`config.mk`:
```
export PLATFORM = sky130hd
export DESIGN_NAME = pc_unit
export DESIGN_NICKNAME = d
export VERILOG_FILES = /design/src/rtl/pc_pkg.sv /design/src/rtl/ras_stack.sv /design/src/rtl/pc_unit.sv
export SDC_FILE = /design/constraint.sdc
export NUM_CORES = 1
export LEC_CHECK = 0
export CORE_MARGIN = 10
export CORE_UTILIZATION = 23
export DETAILED_ROUTE_END_ITERATION = 10
export PLACE_DENSITY_LB_ADDON = 0.08
export SLEW_MARGIN = 40
export SYNTH_ARGS = -nofsm -noshare
export SYNTH_HDL_FRONTEND = slang
export SYNTH_SLANG_ARGS = --single-unit
```
`constraint.sdc`:
```
create_clock -name clk -period 6.7 [get_ports clk]
set_clock_uncertainty 0.2 [all_clocks]
set_input_delay 1.34 -clock clk [delete_from_list [all_inputs] [get_ports clk]]
set_output_delay 1.34 -clock clk [all_outputs]
set_load 0.005 [all_outputs]
```
`src/rtl/pc_pkg.sv`:
```
// Shared types and defaults for the fetch-stage program-counter unit.
package pc_pkg;

  localparam int unsigned PC_WIDTH     = 32;
  localparam int unsigned PC_INC       = 4;
  localparam int unsigned PC_RESET_VEC = 0;

  // Next-PC source chosen by the priority decode.
  typedef enum logic [2:0] {
    SEL_SEQ       = 3'd0,
    SEL_REDIRECT  = 3'd1,
    SEL_CALL      = 3'd2,
    SEL_RET       = 3'd3,
    SEL_RET_EMPTY = 3'd4,
    SEL_HOLD      = 3'd5
  } pc_sel_e;

endpackage

```
`src/rtl/ras_stack.sv`:
```
// Circular return-address stack: push writes at ptr+1, pop reads at ptr.
module ras_stack #(
  parameter int unsigned WIDTH = 32,
  parameter int unsigned DEPTH = 4
) (
  input  logic                       clk,
  input  logic                       rst,
  input  logic                       push,
  input  logic                       pop,
  input  logic                       replace,
  input  logic [WIDTH-1:0]           wdata,
  output logic [WIDTH-1:0]           rdata,
  output logic [$clog2(DEPTH):0]     count,
  output logic                       full,
  output logic                       empty,
  output logic                       overflow,
  output logic                       underflow
);

  localparam int unsigned AW = $clog2(DEPTH);
  localparam int unsigned CW = AW + 1;

  logic [WIDTH-1:0] mem [DEPTH];
  logic [AW-1:0]    ptr;
  logic [AW-1:0]    ptr_n;
  logic [AW-1:0]    ptr_inc;
  logic [CW-1:0]    count_n;
  logic             wr_new;
  logic             wr_top;

  // Replace on an empty stack has nothing to replace, so it becomes a push.
  assign wr_new    = push | (replace & empty);
  assign wr_top    = replace & ~empty;
  assign ptr_inc   = ptr + AW'(1);
  assign rdata     = mem[ptr];
  assign overflow  = wr_new & full;
  assign underflow = pop & empty & ~wr_new & ~replace;

  always_comb begin
    ptr_n   = ptr;
    count_n = count;
    if (wr_new) begin
      ptr_n = ptr_inc;
      if (!full) count_n = count + CW'(1);
    end else if (wr_top) begin
      ptr_n   = ptr;
      count_n = count;
    end else if (pop && !empty) begin
      ptr_n   = ptr - AW'(1);
      count_n = count - CW'(1);
    end
  end

  always_ff @(posedge clk) begin
    if (!rst) begin
      ptr   <= '0;
      count <= '0;
      empty <= 1'b1;
      full  <= 1'b0;
    end else begin
      ptr   <= ptr_n;
      count <= count_n;
      empty <= (count_n == CW'(0));
      full  <= (count_n == CW'(DEPTH));
    end
  end

  // Storage carries no reset; contents are meaningless until pushed.
  always_ff @(posedge clk) begin
    if (rst) begin
      if (wr_new)      mem[ptr_inc] <= wdata;
      else if (wr_top) mem[ptr]     <= wdata;
    end
  end

endmodule

```
`src/rtl/pc_unit.sv`:
```
// Fetch-stage program counter with redirect, stall, call/return and a circular RAS.
module pc_unit
  import pc_pkg::*;
#(
  parameter int unsigned WIDTH     = PC_WIDTH,
  parameter logic [WIDTH-1:0] RESET_VEC = WIDTH'(PC_RESET_VEC),
  parameter int unsigned INC       = PC_INC,
  parameter int unsigned RAS_DEPTH = 4
) (
  input  logic                        clk,
  input  logic                        rst,
  input  logic                        stall,
  input  logic                        redirect_valid,
  input  logic [WIDTH-1:0]            redirect_target,
  input  logic                        call,
  input  logic [WIDTH-1:0]            call_target,
  input  logic                        ret,
  output logic [WIDTH-1:0]            pc,
  output logic [WIDTH-1:0]            pc_plus,
  output logic [$clog2(RAS_DEPTH):0]  ras_count,
  output logic                        ras_empty,
  output logic                        ras_full,
  output logic                        err_overflow,
  output logic                        err_underflow
);

  pc_sel_e          sel;
  logic [WIDTH-1:0] pc_n;
  logic [WIDTH-1:0] ras_top;
  logic             ras_push;
  logic             ras_pop;
  logic             ras_replace;
  logic             ras_ovf;
  logic             ras_unf;

  assign pc_plus = pc + WIDTH'(INC);

  // Priority decode: redirect > stall > call(+ret) > ret > sequential.
  always_comb begin
    sel = SEL_SEQ;
    if (redirect_valid)  sel = SEL_REDIRECT;
    else if (stall)      sel = SEL_HOLD;
    else if (call)       sel = SEL_CALL;
    else if (ret)        sel = ras_empty ? SEL_RET_EMPTY : SEL_RET;
  end

  always_comb begin
    ras_push    = 1'b0;
    ras_pop     = 1'b0;
    ras_replace = 1'b0;
    pc_n        = pc_plus;
    unique case (sel)
      SEL_REDIRECT:  pc_n = redirect_target;
      SEL_HOLD:      pc_n = pc;
      SEL_CALL: begin
        pc_n        = call_target;
        ras_push    = ~ret;
        ras_replace = ret;
      end
      SEL_RET: begin
        pc_n    = ras_top;
        ras_pop = 1'b1;
      end
      SEL_RET_EMPTY: pc_n = pc_plus;
      default:       pc_n = pc_plus;
    endcase
  end

  ras_stack #(
    .WIDTH (WIDTH),
    .DEPTH (RAS_DEPTH)
  ) u_ras (
    .clk       (clk),
    .rst       (rst),
    .push      (ras_push),
    .pop       (ras_pop),
    .replace   (ras_replace),
    .wdata     (pc_plus),
    .rdata     (ras_top),
    .count     (ras_count),
    .full      (ras_full),
    .empty     (ras_empty),
    .overflow  (ras_ovf),
    .underflow (ras_unf)
  );

  // PC register and sticky error flags.
  always_ff @(posedge clk) begin
    if (!rst) begin
      pc            <= RESET_VEC;
      err_overflow  <= 1'b0;
      err_underflow <= 1'b0;
    end else begin
      pc            <= pc_n;
      err_overflow  <= err_overflow | ras_ovf;
      err_underflow <= err_underflow | (sel == SEL_RET_EMPTY) | ras_unf;
    end
  end

endmodule

```
Yosys cells after proc, flatten, opt, wreduce, memory -nomap -nowiden. Memory sizes are Yosys's and may differ from the RTL's. A register that Yosys moved wholly into a read port is not among the register bits. Index checks and enable logic that the tools add are counted.

Register bits after elaboration: 41. RAM bits: 128. Input port bits: 70. Output and inout port bits: 71. Logic and storage cells: 68. Memories: 1.

Memory list: u_ras.mem (words 4, width 32, read ports 1, clocked after Yosys merged registers in 1, write ports 1, RTL line ras_stack.sv:23) `logic [WIDTH-1:0] mem [DEPTH];`.

Add/sub/neg operators: 5. Eq/ne operators: 7. Muxes and demuxes: 28. Bitwise gates (word level): 14. Reductions and logical operators: 6.

Operators by type and width (count): case mux 32 bit (4 select lines) (1); adder 32 x 3 -> 32 bit, second input constant (1); two-way mux 32 bit (1); OR reduction 32 bit (1); two-way mux 3 bit (9); two-way mux 2 bit (6); two-way mux 1 bit (11); == test 3 bit, second input constant (3); AND 1 bit (6); == test 3 x 2 -> 1 bit, second input constant (2); inverter 1 bit (4); OR 1 bit (4); adder 3 x 1 -> 3 bit, second input constant (1); == test 3 x 1 -> 1 bit, second input constant (1); logical NOT 3 bit (1); subtractor 3 x 1 -> 3 bit, second input constant (1); adder 2 x 1 -> 2 bit, second input constant (1); inequality test 2 x 1 -> 1 bit, second input constant (1); AND reduction 2 bit (1); nonzero test 2 bit (1); subtractor 2 x 1 -> 2 bit, second input constant (1); logical AND 1 bit (1); logical NOT 1 bit (1).

Longest topological paths before layout. Gate-level depths: netlist of run 1.

Depth after elaboration: 14. Gate-level depth with buffers: 8. Depth with buffers taken out: 6.

By module. A second synthesis of run 1 with hierarchy kept.

Cell total of the unflattened synthesis: 606. Area, all modules: 8022.7 sq um.

Modules (own cells, without submodules): ras_stack (times used 1, cells an instance 227, area an instance 5117.4 sq um, sequential area each 4023.9 sq um); pc_unit (times used 1, cells an instance 379, area an instance 2905.3 sq um, sequential area each 680.7 sq um).

Worst setup path before layout of run 1. No wires, ideal clock.

Path type: input to register. Start point: input redirect_valid. End point: memory u_ras.mem[3][0], enable pin. Setup time: 0.502 ns. Data arrival time: 5.317 ns. Required time: 5.998 ns. Setup slack: 0.682 ns. Cell stages on the path: 4. Path buffers: 2. Path through: clkbuf_1 -> clkbuf_1 -> or3_1 -> nor4_1.

Longest elaborated chain between the ends: 10. Elaborated cells between the ends (all ways): 17. Classes of those cells: 1 x eq/ne; 12 x mux; 3 x bitwise; 1 x reduce/logical.

RTL lines: from (decl) (RTL line pc_unit.sv:13) `input logic redirect_valid,`; two-way mux 3 bit (*) (RTL line pc_unit.sv:41) `if (redirect_valid) sel = SEL_REDIRECT;`; == test 3 x 2 -> 1 bit (*) (RTL line pc_unit.sv:52) `unique case (sel)`; two-way mux 1 bit (RTL line pc_unit.sv:52); AND 1 bit, on equally long branches (RTL line ras_stack.sv:33, ras_stack.sv:32); two-way mux 1 bit or OR 1 bit (tied branches) (RTL line ras_stack.sv:72, ras_stack.sv:32); two-way mux 1 bit (RTL line ras_stack.sv:71) `if (wr_new) mem[ptr_inc] <= wdata;`; two-way mux 1 bit (RTL line ras_stack.sv:70) `if (rst) begin`; two-way mux 1 bit (not written as such) (RTL line ras_stack.sv:72) `else if (wr_top) mem[ptr] <= wdata;`; OR reduction 32 bit (no line); two-way mux 2 bit (no line) or two-way mux 1 bit (tied branches); to (decl) (RTL line ras_stack.sv:23).

Every way passes the cells marked *; elsewhere a longest branch is shown, timed or not.

Worst setup path after layout of run 1.
Start point: register pc[8]. End point: output pc_plus[30].

Longest elaborated chain between the ends: 1.

RTL lines: from (decl) (RTL line pc_unit.sv:18) `output logic [WIDTH-1:0] pc,`; from (signal assigned) (RTL line pc_unit.sv:94) `pc <= pc_n;`; adder 32 x 3 -> 32 bit (RTL line pc_unit.sv:36) `assign pc_plus = pc + WIDTH'(INC);`; to (decl) (RTL line pc_unit.sv:19) `output logic [WIDTH-1:0] pc_plus,`.

No other way between the ends.

==> reports/results.txt, run 1 <==
WL per Instance -> 22.9 microns
Clock power frac -> 40.8%
CTS max path bufs -> 2
Min-Delay Endpoint -> err_overflow$_SDFF_PN0_
hold path startpoint -> err_overflow$_SDFF_PN0_
I/O Pins -> 141
FP Rows -> 67
r2r setup slk -> 3.79 ns
Max Cap Viol -> 0
Overall Global Routing Usage -> 13.0%
Max transition margin -> 49.2%
FF-to-FF path depth -> 5
Int Pwr -> 1980 uW
complex-gate fraction of the synthesized area -> 12.5%
largest family of logic cells by synthesized area -> compound AO/OA/AOI/OAI gates
switching share of power -> 24.9%
Synth Area in Adders -> 0.475%
setup TNS -> 0 ns
# nets final -> 818
die area -> 42200 sq um
Syn Inst Count -> 620
layout cells sized above 1 -> 14.6%
XOR/XNOR Fraction of Synth Area -> 2.77%
PD cells -> 252 nW/um^2
final worst slack -> 1.65 ns
Inserted Clock Buffers -> 17
height of the die -> 205 microns
# resized after CTS -> 0
Vias/cell -> 4.70
synthesis-to-layout area growth -> 32.1%
Sequential Power Share -> 46.5%
sequential share of the synthesized area -> 59.5%
largest cells by area after synthesis -> edfxtp_1, dfxtp_1, mux4_2
Worst-Margin Slew -> 0.762 ns
Primary FF master, synth -> edfxtp_1
port bufs -> 140
Worst IR Drop VDD -> 0.174 mV
Routed Antenna Nets -> 0
Post-synth EDFFs -> 128
final hold viol count -> 0
FF-to-FF End -> u_ras.mem[0][29]$_DFFE_PP_
status -> completed
hpwl dp -> 19700 microns
Syn Area/Cell -> 12.8 sq um
Skew-Pair Late Insertion Delay -> 0.43 ns
Worst Path Arrival -> 3.51 ns
global route total overflow -> 0
R2R Path Start -> pc[8]$_SDFFE_PN0P_
largest net degree at the start of global routing -> 41
via count -> 5667
initial antenna violation count -> 0
most frequent cells in the layout -> clkdlybuf4s50_1, edfxtp_1, a21oi_1, nor2_1
CTS clock-pin slew for the worst setup and hold paths -> 0.07 ns
Initial Util -> 23.5%
critical path class -> flip-flop to output pin
postcts setup bufs -> 0
pre-CTS setup slack -> 2.08 ns
Leak -> 0.00339 uW
DRC violations left -> 0
largest area contributor in the netlist -> edfxtp_1
# diodes -> 0
Syn. warnings -> 0
syn_nets -> 693
hold buffer count at CTS -> 0
core area -> 33700 sq um
die extent in x -> 205 microns
Hold Path Depth -> 2
WL final -> 27600 microns
first-pass GRT wire length -> 40600 microns
CP Data Required Time -> 5.16 ns
post-synthesis mux area share -> 9.64%
vias in the first global route -> 5886
min Tclk post-route -> 5.05 ns
ys async rst share -> 0%
final RePlAce weighted congestion -> 0.744
crit path max fanout -> 9
post-synth design cell area -> 7910 sq um
Crit. End Element -> output pin
Min-Delay Path Class -> flip-flop to flip-flop
#FFs+latches synth -> 171
RSZ-0062 raised after global routing -> false
Combinational Power Share -> 12.6%
final setup vio count -> 0
Initial DRC Count -> 362
Post-Synth Simple-Gate Area -> 12.0%
Sw Pwr -> 655 uW
H-tree depth -> 4
synth unique cells -> 56
area share of the largest cell type after synthesis -> 48.6%
DRT Pass-1 Iters -> 4
Fmax -> 198 MHz
CTS tree -> yes
CTS sink cnt -> 171
commonest non-fill, non-tap cell in the layout -> clkdlybuf4s50_1
fin crit share -> 75.3%
fin. max-slew vios -> 0
root buffer cell -> clkbuf_16
Worst setup SP type -> flip-flop
==> flip-flops by register name, indices dropped and copies added, names as in the netlist, named ones only <==
register and cells:
err_underflow 1, u_ras.ptr 2, u_ras.count 3, err_overflow 1, u_ras.mem 128, pc 32, u_ras.full 1, u_ras.empty 1
==> power by group through the flow <==
stage	combinational, uW	sequential [uW]	clock, uW
after floorplan	164	1220	0
after global placement	341	1250	0
after detailed placement	340	1250	0
after CTS	343	1230	1100
after global routing	366	1230	1140
final	333	1230	1070
==> metrics by stage <==
stage | area, sq um | hold WS, ns | cells | utilization, % | total power [uW]
floorplan | 7910 | 0.260 | 620 | - | 1390
global placement | 9800 | 0.302 | 1174 | 29.1 | 1590
detailed placement | 9810 | 0.268 | 1174 | 29.1 | 1590
CTS | 10400 | 0.289 | 1206 | 31.0 | 2670
global route | 10400 | 0.329 | 1206 | 31.0 | 2740
finish | 10400 | 0.283 | 1206 | 31.0 | 2630
==> worst max-delay path, stage by stage, from the launching register on <==
cell	delay (ns)
dfxtp_1	0.55
nand4_4	0.24
or4_1	0.87
nor3_2	0.31
nand3_1	0.14
xnor2_1	0.35
clkdlybuf4s50_1	0.61
==> cells by family after synthesis <==
kind of cell,after synthesis
buffers and inverters,61
AOI/OAI and AO/OA,154
DFF,171
adders and majority gates,3
xor gates and xnor gates,25
and+or+nand+nor,170
muxes,36
==> metal layers <==
layer | part of all wire [%] | global-route usage [%] | vias up
met2 | 46 | 20.4 | 122
met4 | 0.70 | 3.02 | 0
met1 | 48 | 17.7 | 2880
met5 | 0 | 0 | -
li1 | - | - | 2654
met3 | 4.9 | 3.26 | 11
==> cell usage after synthesis (2+ instances only) <==
cell / count
a22oi_1: 5
nor3b_1: 3
nor3_1: 12
a21oi_1: 52
nand2b_1: 5
a221o_1: 9
nor2b_1: 2
o21ai_0: 41
a31o_1: 2
or4_1: 3
nor3_2: 3
buf_1: 4
nor4_4: 2
and3_1: 4
mux2i_1: 3
nand2_1: 31
dfxtp_1: 43
or2_2: 7
and4_1: 6
buf_2: 9
nand3_1: 14
ha_1: 3
or3_1: 2
nand4_1: 6
xnor2_1: 14
edfxtp_1: 128
and2_1: 3
buf_4: 3
nor4_2: 5
a221oi_1: 22
clkbuf_1: 33
inv_1: 12
nor2_1: 52
nor4_1: 3
a31oi_1: 10
o31a_1: 2
mux4_2: 32
xor2_1: 11
o32ai_1: 2
==> worst max-delay path by stage <==
stage                        from                         end  slack, ns  cells past startpoint
2_1_floorplan      redirect_valid   u_ras.mem[3][0]$_DFFE_PP_       0.68                      4
3_3_place_gp                  rst  u_ras.mem[2][11]$_DFFE_PP_       2.15                      6
3_5_place_dp   pc[8]$_SDFFE_PN0P_                 pc_plus[30]       2.08                      6
4_1_cts        pc[8]$_SDFFE_PN0P_                 pc_plus[30]       1.60                      6
5_1_grt        pc[8]$_SDFFE_PN0P_                 pc_plus[29]       1.32                      6
6_report       pc[8]$_SDFFE_PN0P_                 pc_plus[30]       1.65                      6
==> layout make-up <==
cell class | count | area [sq um]
clock buffers | 17 | 425
clock inverters | 15 | 209
fillers | 3423 | 23300
repair buffers | 155 | 1510
flip-flops and latches | 171 | 4710
multi-input cells | 388 | 2990
inverters | 12 | 45.0
well taps | 448 | 561
No activity file was read; power rests on OpenSTA's default activity.
==> run 2: changes to the inputs <==
- clock period: 6.7 -> 4.25 ns (I/O delays scaled with it)
==> reports/results.txt, run 2 (synthesis results as in run 1) <==
critical path depth in cells -> 7
Sw Pwr -> 1040 uW
hold path startpoint -> err_overflow$_SDFF_PN0_
DRT Pass-1 Iters -> 8
Skew-Pair Late Insertion Delay -> 0.44 ns
largest net degree at the start of global routing -> 38
final RePlAce weighted congestion -> 0.771
core area -> 33700 sq um
Inserted Clock Buffers -> 17
pre-CTS setup slack -> 0.308 ns
Worst-Margin Slew -> 0.683 ns
final hold viol count -> 0
most frequent cells in the layout -> clkdlybuf4s50_1, edfxtp_1, a21oi_1, nor2_1, o21ai_0
hpwl dp -> 20800 microns
PD cells -> 380 nW/um^2
Min-Delay Path Class -> flip-flop to flip-flop
min Tclk post-route -> 4.05 ns
CTS sink cnt -> 171
r2r setup slk -> 1.50 ns
setup TNS -> 0 ns
Worst path slowest cell -> clkdlybuf4s50_1
layout cells sized above 1 -> 18.2%
die extent in x -> 205 microns
crit path max fanout -> 9
synthesis-to-layout area growth -> 34.9%
Int Pwr -> 3020 uW
Clock power frac -> 38.8%
die area -> 42200 sq um
FP Rows -> 67
Initial DRC Count -> 270
I/O Pins -> 141
Hold Path Depth -> 2
Routed Antenna Nets -> 0
DRC violations left -> 0
FF-to-FF path depth -> 8
first-pass GRT wire length -> 41700 microns
Overall Global Routing Usage -> 13.6%
# diodes -> 0
crit-path leading delay family -> simple AND/OR/NAND/NOR gates
CP Data Required Time -> 3.20 ns
CP Launch Point -> pc[3]$_SDFFE_PN0P_
Leak -> 0.00354 uW
root buffer cell -> clkbuf_16
critical path class -> flip-flop to output pin
Sequential Power Share -> 47.3%
commonest non-fill, non-tap cell in the layout -> clkdlybuf4s50_1
initial antenna violation count -> 0
WL final -> 28600 microns
switching share of power -> 25.6%
R2R Path Start -> pc[3]$_SDFFE_PN0P_
H-tree depth -> 4
global route total overflow -> 0
height of the die -> 205 microns
status -> completed
CTS clock-pin slew for the worst setup and hold paths -> 0.07 ns
Max Cap Viol -> 0
RSZ-0062 raised after global routing -> false
max reg flops -> 128
final setup vio count -> 0
Cell Chain, Critical Path -> ha_2 -> nand2_2 -> or4_1 -> buf_4 -> nor3_2 -> xor2_2 -> clkdlybuf4s50_1
port bufs -> 140
Placed Area -> 9990 sq um
CTS max path bufs -> 2
Top Registers -> u_ras.mem (128), pc (32), u_ras.count (3)
Max transition margin -> 54.5%
CTS tree -> yes
Fmax -> 247 MHz
via count -> 5842
Final Util -> 31.7%
Vias/cell -> 4.76
Combinational Power Share -> 13.9%
worst path bufs/invs -> 2
Initial Util -> 23.5%
fin crit share -> 95.3%
Largest stage delay, worst path -> 0.56 ns
largest register by flop count -> u_ras.mem
final total power -> 4060 uW
Post-Layout Inst Area -> 10700 sq um
Crit. End Element -> output pin
vias in the first global route -> 6043
WL per Instance -> 23.3 microns
final worst slack -> 0.199 ns
fin. max-slew vios -> 0
Worst IR Drop VDD -> 0.232 mV
Worst Path Arrival -> 3.00 ns
Worst setup SP type -> flip-flop
# nets final -> 839
==> run 2: path summary, 6_finish.rpt <==
check / end
min reg2reg: err_overflow$_SDFF_PN0_
max reg2reg: u_ras.mem[0][28]$_DFFE_PP_
max: pc_plus[20]
min: err_overflow$_SDFF_PN0_
==> run 2: final cells by class <==
cell class                 count  area [sq um]
clock buffer                  17           425
clock inverter                15           163
inverter                      12          45.0
timing repair buffer         176          1720
multi-input combinational    388          3050
tap                          448           561
sequential                   171          4710
fill                        3444         23000
==> run 2: layer usage <==
metal | GRT usage (%) | vias up | wire (microns) | part of all wire [%]
li1 | - | 2701 | - | -
met1 | 18.0 | 2981 | 13000 | 45
met2 | 21.4 | 145 | 13400 | 47
met3 | 3.79 | 15 | 1980 | 6.9
met4 | 3.23 | 0 | 261 | 0.91
met5 | 0 | - | 0 | 0
==> run 2: power by group through the flow <==
| stage | clock [uW] | sequential (uW) | combinational, uW |
|---|---|---|---|
| after floorplan | 0 | 1930 | 259 |
| after global placement | 0 | 1950 | 567 |
| after detailed placement | 0 | 1960 | 569 |
| after CTS | 1620 | 1920 | 574 |
| after global routing | 1690 | 1930 | 617 |
| final | 1570 | 1920 | 565 |
==> run 2: through the flow <==
stage               instances  hold WS, ns
floorplan                 620        0.260
global placement         1192        0.270
detailed placement       1192        0.275
CTS                      1224        0.294
global route             1227        0.305
finish                   1227        0.289
==> run 2: timing repair <==
action | CTS | global route
hold buffers | 0 | 0
buffers inserted | 0 | 3
endpoints found under the hold margin | 0 | 0
gates resized for setup | 5 | 9
pin swaps | 1 | 1
endpoints found under the setup margin | 4 | 8
==> run 2: tightest hold or removal path: stages (launching register included) <==
cell and delay [ns]:
dfxtp_1 0.34, a21oi_1 0.05, nor2_1 0.07
